`src/rtl/mem_bus_unit.sv`:
```
// Byte-wide memory bus sequencer: serves 4-byte instruction fetches and byte/word data loads and stores,
// with one transaction in flight at a time. A per-beat ack timeout aborts a transaction that stalls.
module mem_bus_unit #(
  parameter int MAX_WAIT = 255
) (
  input  logic        clk,
  input  logic        rst,
  input  logic        fetch_req,
  input  logic [7:0]  cs,
  input  logic [15:0] pc,
  output logic        fetch_done,
  output logic [31:0] instr,
  input  logic        data_req,
  input  logic        data_we,
  input  logic        data_byte,
  input  logic [7:0]  seg,
  input  logic [15:0] addr,
  input  logic [15:0] wdata,
  output logic        data_done,
  output logic [15:0] rdata,
  output logic        bus_err,
  output logic        busy,
  output logic [23:0] bus_addr,
  output logic        bus_rd,
  output logic        bus_wr,
  output logic [7:0]  bus_wdata,
  input  logic [7:0]  bus_rdata,
  input  logic        bus_ack
);

  // state | meaning
  // IDLE  | waiting for a request; data_req has priority over fetch_req
  // FETCH | four read beats of an instruction fetch
  // DATA  | one or two beats of a data load or store
  // FIN   | single cycle that carries the done pulse (and bus_err on abort)
  typedef enum logic [1:0] {IDLE, FETCH, DATA, FIN} state_t;

  localparam int WW = (MAX_WAIT > 0) ? $clog2(MAX_WAIT + 1) : 1;
  localparam logic [WW-1:0] WAIT_LOAD = WW'(MAX_WAIT);

  state_t        state;
  logic [7:0]    seg_l;
  logic [15:0]   off_l;
  logic [15:0]   wdata_l;
  logic          we_l;
  logic          byte_l;
  logic [1:0]    cnt;
  logic [1:0]    last;
  logic [23:0]   buf_q;
  logic [WW-1:0] wcnt;

  assign busy = (state != IDLE);

  always_ff @(posedge clk or posedge rst) begin
    if (rst) begin
      state      <= IDLE;
      seg_l      <= '0;
      off_l      <= '0;
      wdata_l    <= '0;
      we_l       <= 1'b0;
      byte_l     <= 1'b0;
      cnt        <= '0;
      last       <= '0;
      buf_q      <= '0;
      wcnt       <= '0;
      fetch_done <= 1'b0;
      data_done  <= 1'b0;
      bus_err    <= 1'b0;
      instr      <= '0;
      rdata      <= '0;
      bus_addr   <= '0;
      bus_rd     <= 1'b0;
      bus_wr     <= 1'b0;
      bus_wdata  <= '0;
    end else begin
      fetch_done <= 1'b0;
      data_done  <= 1'b0;
      bus_err    <= 1'b0;
      case (state)
        IDLE: begin
          cnt  <= '0;
          wcnt <= WAIT_LOAD;
          if (data_req) begin
            seg_l     <= seg;
            off_l     <= addr;
            wdata_l   <= wdata;
            we_l      <= data_we;
            byte_l    <= data_byte;
            last      <= data_byte ? 2'd0 : 2'd1;
            bus_addr  <= {seg, addr};
            bus_rd    <= ~data_we;
            bus_wr    <= data_we;
            bus_wdata <= data_we ? wdata[7:0] : 8'h00;
            state     <= DATA;
          end else if (fetch_req) begin
            seg_l     <= cs;
            off_l     <= pc;
            we_l      <= 1'b0;
            byte_l    <= 1'b0;
            last      <= 2'd3;
            bus_addr  <= {cs, pc};
            bus_rd    <= 1'b1;
            bus_wdata <= 8'h00;
            state     <= FETCH;
          end
        end
        FETCH, DATA: begin
          if (bus_ack) begin
            if (cnt == last) begin
              state  <= FIN;
              bus_rd <= 1'b0;
              bus_wr <= 1'b0;
              if (state == FETCH) begin
                instr      <= {bus_rdata, buf_q};
                fetch_done <= 1'b1;
              end else begin
                data_done <= 1'b1;
                if (!we_l)
                  rdata <= byte_l ? {8'h00, bus_rdata} : {bus_rdata, buf_q[23:16]};
              end
            end else begin
              // Bytes shift in from the top so the earliest byte ends lowest.
              buf_q     <= {bus_rdata, buf_q[23:8]};
              cnt       <= cnt + 2'd1;
              bus_addr  <= {seg_l, off_l + {14'd0, cnt} + 16'd1};
              bus_wdata <= we_l ? wdata_l[15:8] : 8'h00;
              wcnt      <= WAIT_LOAD;
            end
          end else if ((MAX_WAIT != 0) && (wcnt == '0)) begin
            state   <= FIN;
            bus_rd  <= 1'b0;
            bus_wr  <= 1'b0;
            bus_err <= 1'b1;
            if (state == FETCH) begin
              fetch_done <= 1'b1;
            end else begin
              data_done <= 1'b1;
              if (!we_l)
                rdata <= 16'hFFFF;
            end
          end else if (wcnt != '0) begin
            wcnt <= wcnt - 1'b1;
          end
        end
        FIN: state <= IDLE;
        default: state <= IDLE;
      endcase
    end
  end

endmodule

```
`config.mk`:
```
export PLATFORM = sky130hd
export DESIGN_NAME = mem_bus_unit
export DESIGN_NICKNAME = d
export VERILOG_FILES = /design/src/rtl/mem_bus_unit.sv
export SDC_FILE = /design/constraint.sdc
export NUM_CORES = 1
export LEC_CHECK = 0
export BUFFER_PORTS_ARGS = -buffer_cell sky130_fd_sc_hd__buf_4
export CELL_PAD_IN_SITES_DETAIL_PLACEMENT = 0
export CELL_PAD_IN_SITES_GLOBAL_PLACEMENT = 1
export CORE_MARGIN = 3
export CORE_UTILIZATION = 45
export DETAILED_ROUTE_END_ITERATION = 7
export MAX_ROUTING_LAYER = met4
export PLACE_DENSITY = 0.83
export SYNTH_ARGS = -nofsm -noshare
export SYNTH_HDL_FRONTEND = slang
export SYNTH_SLANG_ARGS = --single-unit
```
`constraint.sdc`:
```
create_clock -name clk -period 16 [get_ports clk]
set_input_delay 3.2 -clock clk [delete_from_list [all_inputs] [get_ports clk]]
set_output_delay 3.2 -clock clk [all_outputs]
set_load 0.05 [all_outputs]
```
# [After elaboration in Yosys (flattened, before gate mapping)]
# Cells that the tools add are included.
[op_classes] mux=65 reduce_logical=19 add_sub_neg=4 bitwise=4 eq_ne=14
[ops] operator="$mux 16" count=10
[ops] operator="$mux 24" count=4
[ops] operator="$mux 8" count=12
[ops] operator="$pmux 24 s2" count=1
[ops] operator="$pmux 8 s2" count=2
[ops] operator="$mux 1" count=23
[ops] operator="$reduce_and 4->1" count=5
[ops] operator="$mux 2" count=9
[ops] operator="$ne 3x3->1 const B" count=6
[ops] operator="$add 16x1->16 const B" count=1
[ops] operator="$add 16x2->16" count=1
[ops] operator="$reduce_and 3->1" count=3
[ops] operator="$logic_not 8->1" count=1
[ops] operator="$reduce_bool 2->1" count=4
[ops] operator="$reduce_bool 8->1" count=1
[ops] operator="$sub 8x1->8 const B" count=1
[ops] operator="$ne 2x2->1 const B" count=3
[ops] operator="$pmux 2 s3" count=1
[ops] operator="$reduce_and 5->1" count=1
[ops] operator="$eq 2x2->1 const B" count=2
[ops] operator="$not 1->1" count=4
[ops] operator="$pmux 1 s2" count=2
[ops] operator="$pmux 2 s2" count=1
[ops] operator="$reduce_and 2->1" count=2
[ops] operator="6 further kinds" count=6
[totals] reg_bits=165 elab_cells=125 output_inout_bits=86

# [Depth between registers and ports, before layout]
# Gate-level depths: netlist of the first run.
[depth] depth_word=5 depth_mapped=10

# [Least setup slack after synthesis of the first run]
# OpenSTA, ideal clock, no wires.
[synth_path] path_kind="in2reg" start="input port data_req" end="register bus_addr[16]" stages=7 t_required_ps=15867 setup_time_ps=133 n_path_buf=3 slack_ps=11552 arrival_time_ps=4315 path_cell_list="clkbuf_1 nor3b_1 nand2b_1 a21o_1 buf_2 clkbuf_1 o21ai_0"
[synth_via] elab_chain_cells=2 elab_cells_between_ends=4
[synth_lines] element="start: declaration" line_no="13" text="input logic data_req,"
[synth_lines] element="$ne 3x3->1 (no line) or $mux 24 (tied branches)"
[synth_lines] element="$reduce_and 4->1 (no line) or $pmux 24 s2 (tied branches)"
[synth_lines] element="end signal: assignment" line_no="90" text="bus_addr <= {seg, addr};"
[synth_lines] element="end signal: assignment" line_no="101" text="bus_addr <= {cs, pc};"
[synth_lines] element="end signal: assignment" line_no="125" text="bus_addr <= {seg_l, off_l + {14'd0, cnt} + 16'd1};"
[synth_lines] element="end: declaration" line_no="23" text="output logic [23:0] bus_addr,"
# Parallel ways exist; a longest one is shown, timed or not.
# A chain may end at the register's enable or synchronous reset.

# [Final worst setup path of the first run]
[layout_path] start="register state[0]" end="output port busy"
[layout_via] elab_chain_cells=1
[layout_lines] element="start: declaration" line_no="41" text="state_t state;"
[layout_lines] element="start signal: assignment" line_no="56" text="state <= IDLE;"
[layout_lines] element="start signal: assignment" line_no="94" text="state <= DATA;"
[layout_lines] element="start signal: assignment" line_no="104" text="state <= FETCH;"
[layout_lines] element="$reduce_bool 2->1" line_no="52" text="assign busy = (state != IDLE);"
[layout_lines] element="end: declaration" line_no="22" text="output logic busy,"
# No other way between the ends.

==> qor.yml, run 1 <==
synth_seq_area_share: 0.544
regToRegEndpoint: "bus_addr[13]"
layout_min_cycle_time_ns: 4.73
timing.rr.start: "state[0]"
mappedNetlistArea_um2: 7220
pin_slew_with_the_least_headroom_to_its_limit_ns: 1.14
first_global_vias: 5492
top_signal_layer_used: "met4"
routed_via_density: 5.15
numClockSinks: 157
netlist_instances: 658
power.share.clock: 0.175
synthDistinctLibCells: 50
grt_util_all_layers: 0.206
worstRegToRegCells: 7
post_cts_setup_bufs: 0
cts.hold.buffers_added: 0
clockBufferDepth: 2
min-delay-path-class: "flop to flop"
crit_path_top_delay_cell: "sky130_fd_sc_hd__dfrtp_1"
relSlewSlack: 0.240
power_switching_uw: 1070
timing.final.crit_share: 0.296
timing.reg2reg.setup_slack_ns: 13.06
route.met2.wl_um: 7950
grt_max_degree: 98
worst_vdd_drop_mv: 0.184
fill_cells: 1331
ys.warnings.count: 0
finClkSkew_ns: 0.0113
worst_ep_arrival_time_ns: 1.53
ctsHtreeMaxLevel: 4
critPathMaxFanout: 9
max-cap-violations: 0
reg_clk_slew_reported_paths_ns: 0.06
layout-drive-gt1-share: 0.350
hold-path-cell-count: 1
hold_end: "rdata[6]"
clk_root_buffer_cell: "sky130_fd_sc_hd__clkbuf_16"
min-delay-start: "rdata[6]"
rows: 45
maxClockFrequency_mhz: 211
clk-insertion-delay-late_ns: 0.43
sw_frac_of_total: 0.469
post_synth_edffs: 0
placed_cells_incl_taps: 997
dp_hpwl_um: 11900
report.final.setup_viol: 0
fin_tns_setup_ns: 0
design.final.nets: 892
syn_avg_cell_area_um2: 11.0
synth_top_flop_cell: "sky130_fd_sc_hd__dfrtp_1"
initial_core_util: 0.468
number_of_nets_produced_by_synthesis: 745
critPathLaunchType: "flop"
areaGrowthSynthToFinish_pct: 26.9
synth.top_cells.by_area: "sky130_fd_sc_hd__dfrtp_1, sky130_fd_sc_hd__mux2_2, sky130_fd_sc_hd__nand2_1"
route.layer.met1.wl_um: 7660
power.density_nw_per_um2: 250
status: "complete, no violations"
synth_largest_type_area_fraction: 0.544
hold_violation_count_in_the_final_report: 0
io_buffer_count: 164
final_slew_violations: 0
cellLeakagePower_uw: 0.00441
path_cells: "inv_1 > ha_2 > inv_1 > buf_4"
async_sr_flop_fraction: 1.00
critPathKind: "flop to output port"
fin_hold_ws_ns: 0.479
length_of_routed_met3_wiring_um: 1100
critical_path_required_ns: 12.80
cpMostUsedCell: "sky130_fd_sc_hd__inv_1"
post-route-drc-count: 0
diodes: 0
detail_route.wirelength_um: 17000
routabilityCongestion: 0.821
final_cells: 1029
first_pass_iters: 5
die-width_um: 133
synth.ff_latch_count: 157
io_pins: 165
power_frac_seq: 0.312
tritoncts_clock_tree: "yes"
ant_nets: 0
overflow: 0
timing.critical_path.to_type: "output port"
wire_length_of_the_first_global_routing_pass_um: 28300
total_clock_buffers_created_by_cts: 17
synth_top_cell_by_area: "sky130_fd_sc_hd__dfrtp_1"
die_h_um: 133
routed_wl_per_cell_um: 16.5
power_report.internal_total_uw: 1220
critPathMaxStageDelay_ns: 0.38
placeableCoreArea_um2: 15400
cts.repair.resized: 0
grt_antenna_before_repair: 0
vias: 5303
die_area_um2: 17600
share_comb_of_total_power: 0.513
first_iter_violations: 264
unrepaired_setup_endpoints_after_global_routing: "no"
critical path, delay by kind of cell (launching register included):
family / cells / cell delay (ns)
buffers and inverters: 3 / 0.41
adders and majority gates: 1 / 0.30
DFF: 1 / 0.38
Yosys cell counts (8+ instances only):
cell,number
sky130_fd_sc_hd__a21oi_2,15
sky130_fd_sc_hd__xor2_1,8
sky130_fd_sc_hd__xnor2_1,12
sky130_fd_sc_hd__a21oi_1,20
sky130_fd_sc_hd__a21o_1,21
sky130_fd_sc_hd__dfrtp_1,157
sky130_fd_sc_hd__mux2_2,59
sky130_fd_sc_hd__nand2b_1,9
sky130_fd_sc_hd__nor2_1,27
sky130_fd_sc_hd__clkbuf_1,15
sky130_fd_sc_hd__a22oi_1,10
sky130_fd_sc_hd__inv_1,17
sky130_fd_sc_hd__buf_2,16
sky130_fd_sc_hd__mux2i_1,34
sky130_fd_sc_hd__o21ai_0,57
sky130_fd_sc_hd__nor3_1,8
sky130_fd_sc_hd__nand2_1,98
worst max-delay path by stage:
stage,startpoint,to,cells after the start
final,state[0],busy,4
after floorplan,rst,buf_q[0],1
after CTS,state[0],busy,4
after global placement,data_req,bus_addr[14],7
after detailed placement,data_req,bus_wdata[3],6
after global routing,state[1],busy,4
power groups by stage:
stage	combinational [µW]	sequential, µW	clock (µW)
floorplan	563	1010	0
global placement	1150	713	0
detailed placement	1180	720	0
CTS	1190	716	409
global route	1280	740	426
finish	1180	715	400
kinds of logic after synthesis:
kind of cell / synth area share
compound gates: 0.134
xor+xnor: 0.0242
fa+ha+maj: 0.0149
buf+inv: 0.0355
flops: 0.544
mux: 0.139
simple gates: 0.108
registers in the layout (all words and copies together), names as in the netlist, 8 cells and up:
name / count
off_l: 16
seg_l: 8
wcnt: 8
bus_wdata: 8
wdata_l: 8
bus_addr: 24
rdata: 16
buf_q: 24
instr: 32
layout by cell type, fill, tap and decap left out, types with 5 or more instances in the layout:
| cell type | netlist | layout |
|---|---|---|
| sky130_fd_sc_hd__o21ai_0 | 57 | 57 |
| sky130_fd_sc_hd__a21o_1 | 21 | 21 |
| sky130_fd_sc_hd__nand2_1 | 98 | 98 |
| sky130_fd_sc_hd__mux2i_1 | 34 | 34 |
| sky130_fd_sc_hd__ha_1 | 7 | 6 |
| sky130_fd_sc_hd__inv_1 | 17 | 16 |
| sky130_fd_sc_hd__a21oi_2 | 15 | 15 |
| sky130_fd_sc_hd__nand2b_1 | 9 | 9 |
| sky130_fd_sc_hd__dfrtp_1 | 157 | 157 |
| sky130_fd_sc_hd__buf_4 | 0 | 168 |
| sky130_fd_sc_hd__a22oi_1 | 10 | 10 |
| sky130_fd_sc_hd__clkbuf_16 | 0 | 17 |
| sky130_fd_sc_hd__mux2_2 | 59 | 59 |
| sky130_fd_sc_hd__nand3_1 | 7 | 7 |
| sky130_fd_sc_hd__nor3_1 | 8 | 7 |
| sky130_fd_sc_hd__a31oi_1 | 5 | 5 |
| sky130_fd_sc_hd__nor2_1 | 27 | 27 |
| sky130_fd_sc_hd__xnor2_1 | 12 | 12 |
| sky130_fd_sc_hd__xor2_1 | 8 | 8 |
| sky130_fd_sc_hd__inv_6 | 0 | 7 |
| sky130_fd_sc_hd__a21oi_1 | 20 | 20 |
through the flow:
step,setup slack (ns),power (µW),util,instance area [µm²]
finish,11.27,2290,0.594,9170
global route,11.19,2440,0.594,9170
CTS,11.26,2310,0.594,9170
detailed placement,10.96,1900,0.556,8580
global placement,11.13,1860,0.556,8580
floorplan,8.57,1570,-,7220
layout make-up:
cell class                 instances  area [µm²]  area share
clock inverter                    14         150      0.0164
sequential                       157        3930       0.428
timing repair buffer             168        1260       0.138
clock buffer                      18         439      0.0479
tap                              211         264      0.0288
inverter                          17        68.8     0.00750
multi-input combinational        444        3060       0.333
per-layer routing:
layer  global-route usage  vias to the layer above
met2                0.305                      138
met5                    -                        -
li1                     -                     2577
met3               0.0578                       20
met4               0.0704                        0
met1                0.274                     2568
Power figures use the tool's default switching activity.
==> run 2, diff against run 1 <==
--- a/config.mk
+++ b/config.mk
@@ -9,10 +9,10 @@
 export CELL_PAD_IN_SITES_DETAIL_PLACEMENT = 0
 export CELL_PAD_IN_SITES_GLOBAL_PLACEMENT = 1
 export CORE_MARGIN = 3
-export CORE_UTILIZATION = 45
+export CORE_UTILIZATION = 42
 export DETAILED_ROUTE_END_ITERATION = 7
 export MAX_ROUTING_LAYER = met4
-export PLACE_DENSITY = 0.83
+export PLACE_DENSITY = 0.78
 export SYNTH_ARGS = -nofsm -noshare
 export SYNTH_HDL_FRONTEND = slang
 export SYNTH_SLANG_ARGS = --single-unit
==> constraint.sdc (replaced) <==
create_clock -name clk -period 4.7 [get_ports clk]
set_input_delay 0.94 -clock clk [delete_from_list [all_inputs] [get_ports clk]]
set_output_delay 0.94 -clock clk [all_outputs]
set_load 0.05 [all_outputs]
==> run 2 against run 1 <==
Effect of this change:
- via count about the same
- register-to-register slack got worse by 11 ns
- global-route usage shrank 0.95 points
- count of clock-buffer cells in the layout is 1 lower
- sequential share of layout area fell by 0.058 points
- non-clock buffer count rose by 2
- clock skew fell by 0.0036 ns
==> qor.yml, run 2 (synthesis gave the netlist of run 1 again) <==
die_area_um2: 18800  # +6.8%
cts.repair.resized: 0  # unchanged
grt_util_all_layers: 0.196  # -0.00947
dp_hpwl_um: 12600  # +6.1%
critPathMaxFanout: 29  # +20
clockBufferDepth: 2  # unchanged
timing.critical_path.to_type: "flop"
worstRegToRegCells: 7  # unchanged
path_cells: "inv_1 > ha_2 > or2_2 > nand2b_1 > a21o_1 > buf_4 > o21ai_0"
min-delay-path-class: "flop to flop"
power.density_nw_per_um2: 844  # +240%
worst_vdd_drop_mv: 0.468  # +150%
initial_core_util: 0.433  # -0.0357
post-route-drc-count: 0  # unchanged
status: "complete, no violations"
critPathMaxStageDelay_ns: 0.56  # +0.18 ns
min-delay-start: "wdata_l[9]"
maxClockFrequency_mhz: 369
layout.cells.most_common_list: "sky130_fd_sc_hd__buf_4, sky130_fd_sc_hd__dfrtp_1, sky130_fd_sc_hd__nand2_1"
hold-path-cell-count: 2  # +1
critPathKind: "flop to flop"
io_buffer_count: 164  # unchanged
placeableCoreArea_um2: 16700  # +8.3%
multi_input_logic_area_um2: 3060  # unchanged
timing.reg2reg.setup_slack_ns: 1.99  # -11.07 ns
timing.final.crit_share: 0.577
fill_cells: 1475  # +11%
cellLeakagePower_uw: 0.00440  # about the same
final_core_area_utilization: 0.550  # -0.0446
routed_wl_per_cell_um: 16.7  # +0.94%
rows: 47  # +4.4%
routed_via_density: 5.10  # -1.0%
grt_max_degree: 96  # -2.0%
first_global_vias: 5504  # +0.22%
pin_slew_with_the_least_headroom_to_its_limit_ns: 1.13  # -0.000697 ns
total_clock_buffers_created_by_cts: 17  # unchanged
overflow: 0  # unchanged
worst_ep_arrival_time_ns: 2.99  # +1.46 ns
placed_cells_incl_taps: 1008  # +1.1%
unrepaired_setup_endpoints_after_global_routing: "no"
clk-insertion-delay-late_ns: 0.41  # -0.02 ns
first_pass_iters: 4  # -1
final_slew_violations: 0  # unchanged
vias: 5306  # +0.057%
areaGrowthSynthToFinish_pct: 27.1
fin_tns_setup_ns: 0  # unchanged
io_pins: 165  # unchanged
cts.hold.buffers_added: 0  # unchanged
detail_route.wirelength_um: 17400  # +2.0%
hold_violation_count_in_the_final_report: 0  # unchanged
layout_min_cycle_time_ns: 2.71
critical_path_required_ns: 4.98  # -7.82 ns
numClockSinks: 157  # unchanged
wire_length_of_the_first_global_routing_pass_um: 28300  # about the same
post_cts_setup_bufs: 0  # unchanged
max-cap-violations: 0  # unchanged
design.final.nets: 894  # +0.22%
regToRegEndpoint: "bus_addr[7]"
seqCellArea_um2: 3930  # unchanged
hold_end: "wdata_l[9]"
ant_nets: 0  # unchanged
reg_clk_slew_reported_paths_ns: 0.06  # about the same
die-width_um: 137  # +3.3%
ctsHtreeMaxLevel: 4  # unchanged
register_name_with_the_most_flops: "instr"
routabilityCongestion: 0.876  # +6.7%
finClkSkew_ns: 0.00772  # -0.00355 ns
report.final.setup_viol: 0  # unchanged
final_cells: 1040  # +1.1%
grt_antenna_before_repair: 0  # unchanged
die_h_um: 137  # +3.3%
layout-drive-gt1-share: 0.351  # +0.00159
diodes: 0  # unchanged
layout_commonest_cell: "sky130_fd_sc_hd__buf_4"
relSlewSlack: 0.241  # +0.000466
largest_reg_flops: 32  # unchanged
biggest_regs: "instr (32), buf_q (24), bus_addr (24)"
clk_root_buffer_cell: "sky130_fd_sc_hd__clkbuf_16"
critPathLaunchType: "flop"
timing.rr.start: "state[0]"
first_iter_violations: 304  # +15%
tritoncts_clock_tree: "yes"
crit_path_top_delay_cell: "sky130_fd_sc_hd__a21o_1"
run 2: changes by cell type in the layout (fill, tap and decap cells not counted), sizes merged:
cell,change
clkinv,+1
clkinvlp,+2
buf,+2
clkbuf,-1
inv,-2
run 2: worst max path at each step:
| stage | slack [ns] | startpoint | cells past startpoint | end |
|---|---|---|---|---|
| 2_1_floorplan | 1.77 | rst | 1 | buf_q[0] |
| 3_3_place_gp | 1.71 | data_req | 6 | bus_wdata[2] |
| 3_5_place_dp | 1.63 | data_req | 6 | bus_wdata[7] |
| 4_1_cts | 2.00 | state[0] | 7 | bus_addr[7] |
| 5_1_grt | 1.75 | state[0] | 8 | bus_wdata[7] |
| 6_report | 1.99 | state[0] | 7 | bus_addr[7] |
run 2: power by group:
part / leakage (µW) / switching, µW / internal, µW / total (µW)
Clock: 0.000280 / 571 / 739 / 1310
Combinational: 0.00221 / 2600 / 1400 / 4000
Sequential: 0.00192 / 452 / 1990 / 2440
run 2: critical path, delay by kind of cell, from the launching register on:
| kind | cells | cell delay, ns |
|---|---|---|
| AOI/OAI and AO/OA | 2 | 0.72 |
| adders and majority gates | 1 | 0.29 |
| buffers and inverters | 2 | 0.51 |
| DFF | 1 | 0.38 |
| and+or+nand+nor | 2 | 0.68 |
run 2: final cells by class:
| cell class | count | share of cell area |
|---|---|---|
| Tap cell | 220 | 0.0300 |
| Timing Repair Buffer | 170 | 0.140 |
| Clock inverter | 15 | 0.0151 |
| Sequential cell | 157 | 0.428 |
| Clock buffer | 17 | 0.0463 |
| Inverter | 17 | 0.00736 |
| Multi-Input combinational cell | 444 | 0.333 |
run 2: per-layer routing:
| layer | routed length (µm) | global-route usage | share of wire |
|---|---|---|---|
| met5 | 0 | - | 0 |
| met3 | 955 | 0.0408 | 0.055 |
| met1 | 7990 | 0.266 | 0.46 |
| met2 | 8240 | 0.302 | 0.47 |
| met4 | 173 | 0.0532 | 0.010 |
run 2: stage by stage:
stage	worst slack (ns)	area, µm²	hold WS, ns	total power [µW]
after floorplan	1.77	7230	0.446	5360
after global placement	1.71	8620	0.459	6360
after detailed placement	1.63	8620	0.465	6490
after CTS	2.00	9180	0.481	7830
after global routing	1.75	9180	0.506	8270
final	1.99	9180	0.476	7750
==> run 3, diff against run 2 <==
--- a/config.mk
+++ b/config.mk
@@ -5,14 +5,15 @@
 export SDC_FILE = /design/constraint.sdc
 export NUM_CORES = 1
 export LEC_CHECK = 0
+export ABC_AREA = 1
 export BUFFER_PORTS_ARGS = -buffer_cell sky130_fd_sc_hd__buf_4
 export CELL_PAD_IN_SITES_DETAIL_PLACEMENT = 0
 export CELL_PAD_IN_SITES_GLOBAL_PLACEMENT = 1
 export CORE_MARGIN = 3
-export CORE_UTILIZATION = 42
+export CORE_UTILIZATION = 36
 export DETAILED_ROUTE_END_ITERATION = 7
 export MAX_ROUTING_LAYER = met4
-export PLACE_DENSITY = 0.78
+export PLACE_DENSITY = 0.74
 export SYNTH_ARGS = -nofsm -noshare
 export SYNTH_HDL_FRONTEND = slang
 export SYNTH_SLANG_ARGS = --single-unit
==> constraint.sdc (replaced) <==
create_clock -name clk -period 2.2 [get_ports clk]
set_input_delay 0.44 -clock clk [delete_from_list [all_inputs] [get_ports clk]]
set_output_delay 0.44 -clock clk [all_outputs]
set_load 0.05 [all_outputs]
==> run 3 against run 2 <==
Effect of this change:
- non-clock buffer count increased by 14
- register-to-register slack lost 1.8 ns
- global-route usage down 1.3 points
- critical path depth shrank 1
- synthesized cell count grew 46%
- fmax up 36%
- wire length grew 19%
- design area increased by 6.8%
- core utilization decreased by 7.4 points
- hold slack worse by 0.41 ns
- clock skew grew 0.0037 ns
- first-iteration DRC count up 38%
- critical path type unchanged
- critical endpoint is now wcnt[0]
- highest routed layer unchanged
==> qor.yml, run 3 <==
grt_util_all_layers: 0.183  # -0.0128
reg_clk_slew_reported_paths_ns: 0.07  # about the same
power.density_nw_per_um2: 1760  # +110%
hold_violation_count_in_the_final_report: 0  # unchanged
min-delay-path-class: "input port to async pin"
synthSimpleGateAreaFrac: 0.279  # +0.170
diodes: 0  # unchanged
io_buffer_count: 164  # unchanged
status: "complete, no violations"
numClockSinks: 157  # unchanged
tritoncts_clock_tree: "yes"
compound_gate_portion_of_the_synthesized_area: 0.110  # -0.0236
post-route-drc-count: 0  # unchanged
finalInstanceArea_um2: 9810  # +6.8%
synthXorXnorAreaFrac: 0.00324  # -0.0210
die_h_um: 152  # +11%
routabilityCongestion: 0.866  # -1.2%
detail_route.wirelength_um: 20600  # +19%
number_of_nets_produced_by_synthesis: 1050  # +41%
netlist_instances: 963  # +46%
design.final.nets: 1205  # +35%
clk_root_buffer_cell: "sky130_fd_sc_hd__clkbuf_16"
largest_reg_flops: 32  # unchanged
unrepaired_setup_endpoints_after_global_routing: "no"
worst_vdd_drop_mv: 1.08  # +130%
grt_max_degree: 53  # -45%
die-width_um: 152  # +11%
synth_top_flop_cell: "sky130_fd_sc_hd__dfrtp_1"
synth.ff_latch_count: 157  # unchanged
synth_seq_area_share: 0.509  # -0.0344
clockBufferDepth: 2  # unchanged
synth.mux.area_fraction: 0.00389  # -0.135
power_switching_uw: 8720  # +140%
mappedNetlistArea_um2: 7710  # +6.8%
synth_largest_type_area_fraction: 0.509  # -0.0344
ys.warnings.count: 0  # unchanged
die_area_um2: 23200  # +23%
fill_cells: 2062  # +40%
crit_path_top_delay_cell: "sky130_fd_sc_hd__dfrtp_1"
report.final.setup_viol: 0  # unchanged
critPathLaunchType: "flop"
ctsHtreeMaxLevel: 4  # unchanged
power_frac_seq: 0.296  # -0.019
synth_top_family_by_area: "simple AND/OR/NAND/NOR gates"
maxClockFrequency_mhz: 502  # +36%
layout_min_cycle_time_ns: 1.99  # -0.717 ns
layout.cells.most_common_list: "sky130_fd_sc_hd__nand2_1, sky130_fd_sc_hd__buf_4, sky130_fd_sc_hd__dfrtp_1"
post-synth-top-count-cell: "sky130_fd_sc_hd__nand2_1"
routed_wl_per_cell_um: 14.7  # -12%
sw_frac_of_total: 0.506  # +0.0381
grt_antenna_before_repair: 0  # unchanged
synthDistinctLibCells: 34  # -32%
vias: 6665  # +26%
cellLeakagePower_uw: 0.00512  # +16%
biggest_regs: "instr (32), buf_q (24), bus_addr (24)"
wire_length_of_the_first_global_routing_pass_um: 33800  # +20%
power.share.clock: 0.167  # -0.002
clk-insertion-delay-late_ns: 0.43  # +0.02 ns
register_name_with_the_most_flops: "instr"
groute.layer.met1.usage: 0.263  # -0.00216
final_slew_violations: 0  # unchanged
worst_ep_arrival_time_ns: 2.31  # -0.68 ns
critPathBufInv: 2  # unchanged
final_core_area_utilization: 0.476  # -0.0741
placeableCoreArea_um2: 20600  # +23%
initial_core_util: 0.374  # -0.0586
post_dp_cell_area_um2: 9230  # +7.1%
path_cells: "inv_1 > ha_1 > buf_4 > nand3_1 > nand3_2 > o21a_1"
grtUsageMet2: 0.265  # -0.0372
io_pins: 165  # unchanged
power_report.internal_total_uw: 8500  # +110%
critPathKind: "flop to flop"
critPathMaxFanout: 13  # -55%
pin_slew_with_the_least_headroom_to_its_limit_ns: 0.662  # -0.472 ns
routed_via_density: 4.76  # -6.8%
max-cap-violations: 0  # unchanged
first_pass_iters: 5  # +1
post_synth_edffs: 0  # unchanged
rows: 52  # +11%
timing.final.crit_share: 0.906  # +0.329
total_clock_buffers_created_by_cts: 17  # unchanged
critical_path_required_ns: 2.52  # -2.46 ns
areaGrowthSynthToFinish_pct: 27.2  # about the same
layout-drive-gt1-share: 0.241  # -0.110
top_usage_layer: "met2"
synth_top_cells_by_count: "sky130_fd_sc_hd__nand2_1, sky130_fd_sc_hd__dfrtp_1, sky130_fd_sc_hd__o21ai_0"
fin_hold_ws_ns: 0.0634  # -0.412 ns
share_comb_of_total_power: 0.537  # +0.021
layout_commonest_cell: "sky130_fd_sc_hd__nand2_1"
finalPower_uw: 17200  # +120%
timing.critical_path.to_type: "flop"
first_global_vias: 6309  # +15%
syn_avg_cell_area_um2: 8.01  # -27%
grt.met3_usage: 0.0452  # +0.00435
seqCellArea_um2: 3930  # unchanged
synth.top_cells.by_area: "sky130_fd_sc_hd__dfrtp_1, sky130_fd_sc_hd__nand2_1, sky130_fd_sc_hd__o21ai_0"
finClkSkew_ns: 0.0114  # +0.00369 ns
synth_top_cell_by_area: "sky130_fd_sc_hd__dfrtp_1"
synth_adder_area_share: 0.0140  # -0.000942
dp_hpwl_um: 14600  # +16%
cell_family_with_most_cp_delay: "simple AND/OR/NAND/NOR gates"
critPathMaxStageDelay_ns: 0.38  # -0.18 ns
multi_input_logic_area_um2: 3170  # +3.6%
first_iter_violations: 420  # +38%
relSlewSlack: 0.559  # +0.318
overflow: 0  # unchanged
async_sr_flop_fraction: 1.00  # unchanged
ant_nets: 0  # unchanged
## run 3: cell count changes after synthesis, moves of 31 or more
cell and change:
sky130_fd_sc_hd__nand2_1 +250, sky130_fd_sc_hd__nand3_1 +52, sky130_fd_sc_hd__mux2i_1 -31, sky130_fd_sc_hd__inv_1 +61, sky130_fd_sc_hd__mux2_2 -59
## run 3: final timing paths
| path | startpoint | to | slack, ns | cells after the start |
|---|---|---|---|---|
| max reg2reg | state[0] | wcnt[0] | 0.21 | 6 |
| min reg2reg | rdata[2] | rdata[2] | 0.47 | 2 |
| min in group clk | wdata[15] | wdata_l[15] | 0.25 | 3 |
| max in group asynchronous | rst | rdata[5] | 1.56 | 3 |
| min | rst | wcnt[1] | 0.06 | 2 |
| max | state[0] | wcnt[0] | 0.21 | 6 |
## run 3: layout make-up
cell class	count	area share
Timing Repair Buffer	184	0.150
Tap cell	270	0.0344
Sequential cell	157	0.400
Clock buffer	17	0.0434
Clock inverter	15	0.0152
Inverter	87	0.0339
Multi-Input combinational cell	671	0.323
## run 3: stage by stage
stage / instances / setup WS, ns / TNS, ns
after CTS: 1401 / 0.145 / 0
after floorplan: 963 / -0.227 / -35.62
final: 1401 / 0.207 / 0
after detailed placement: 1369 / 0.126 / 0
after global placement: 1369 / 0.220 / 0
after global routing: 1401 / 0.0167 / 0
## run 3: layer usage
| metal | part of all wire | wire length, µm |
|---|---|---|
| met1 | 0.49 | 10200 |
| met2 | 0.44 | 9090 |
| met3 | 0.059 | 1220 |
| met4 | 0.0075 | 155 |
| met5 | 0 | 0 |
## run 3: what timing repair did
action,4_1_cts,5_1_grt
resized for setup,0,1
hold buffers,0,0
endpoints found under the setup margin,0,2
setup buffers,0,0
## run 3: cell families after synthesis
logic type | after synthesis
flip-flops | 157
adder cells (fa/ha/maj) | 8
buffers and inverters | 135
AND/OR/NAND/NOR | 507
multiplexers | 3
AO/OA/AOI/OAI | 151
XOR/XNOR | 2
## run 3: power groups by stage
| stage | Sequential, µW | Clock [µW] | Combinational, µW |
|---|---|---|---|
| floorplan | 7200 | 0 | 4590 |
| global placement | 5140 | 0 | 9260 |
| detailed placement | 5130 | 0 | 9340 |
| CTS | 5100 | 2970 | 9360 |
| global route | 5260 | 3070 | 10300 |
| finish | 5090 | 2880 | 9250 |
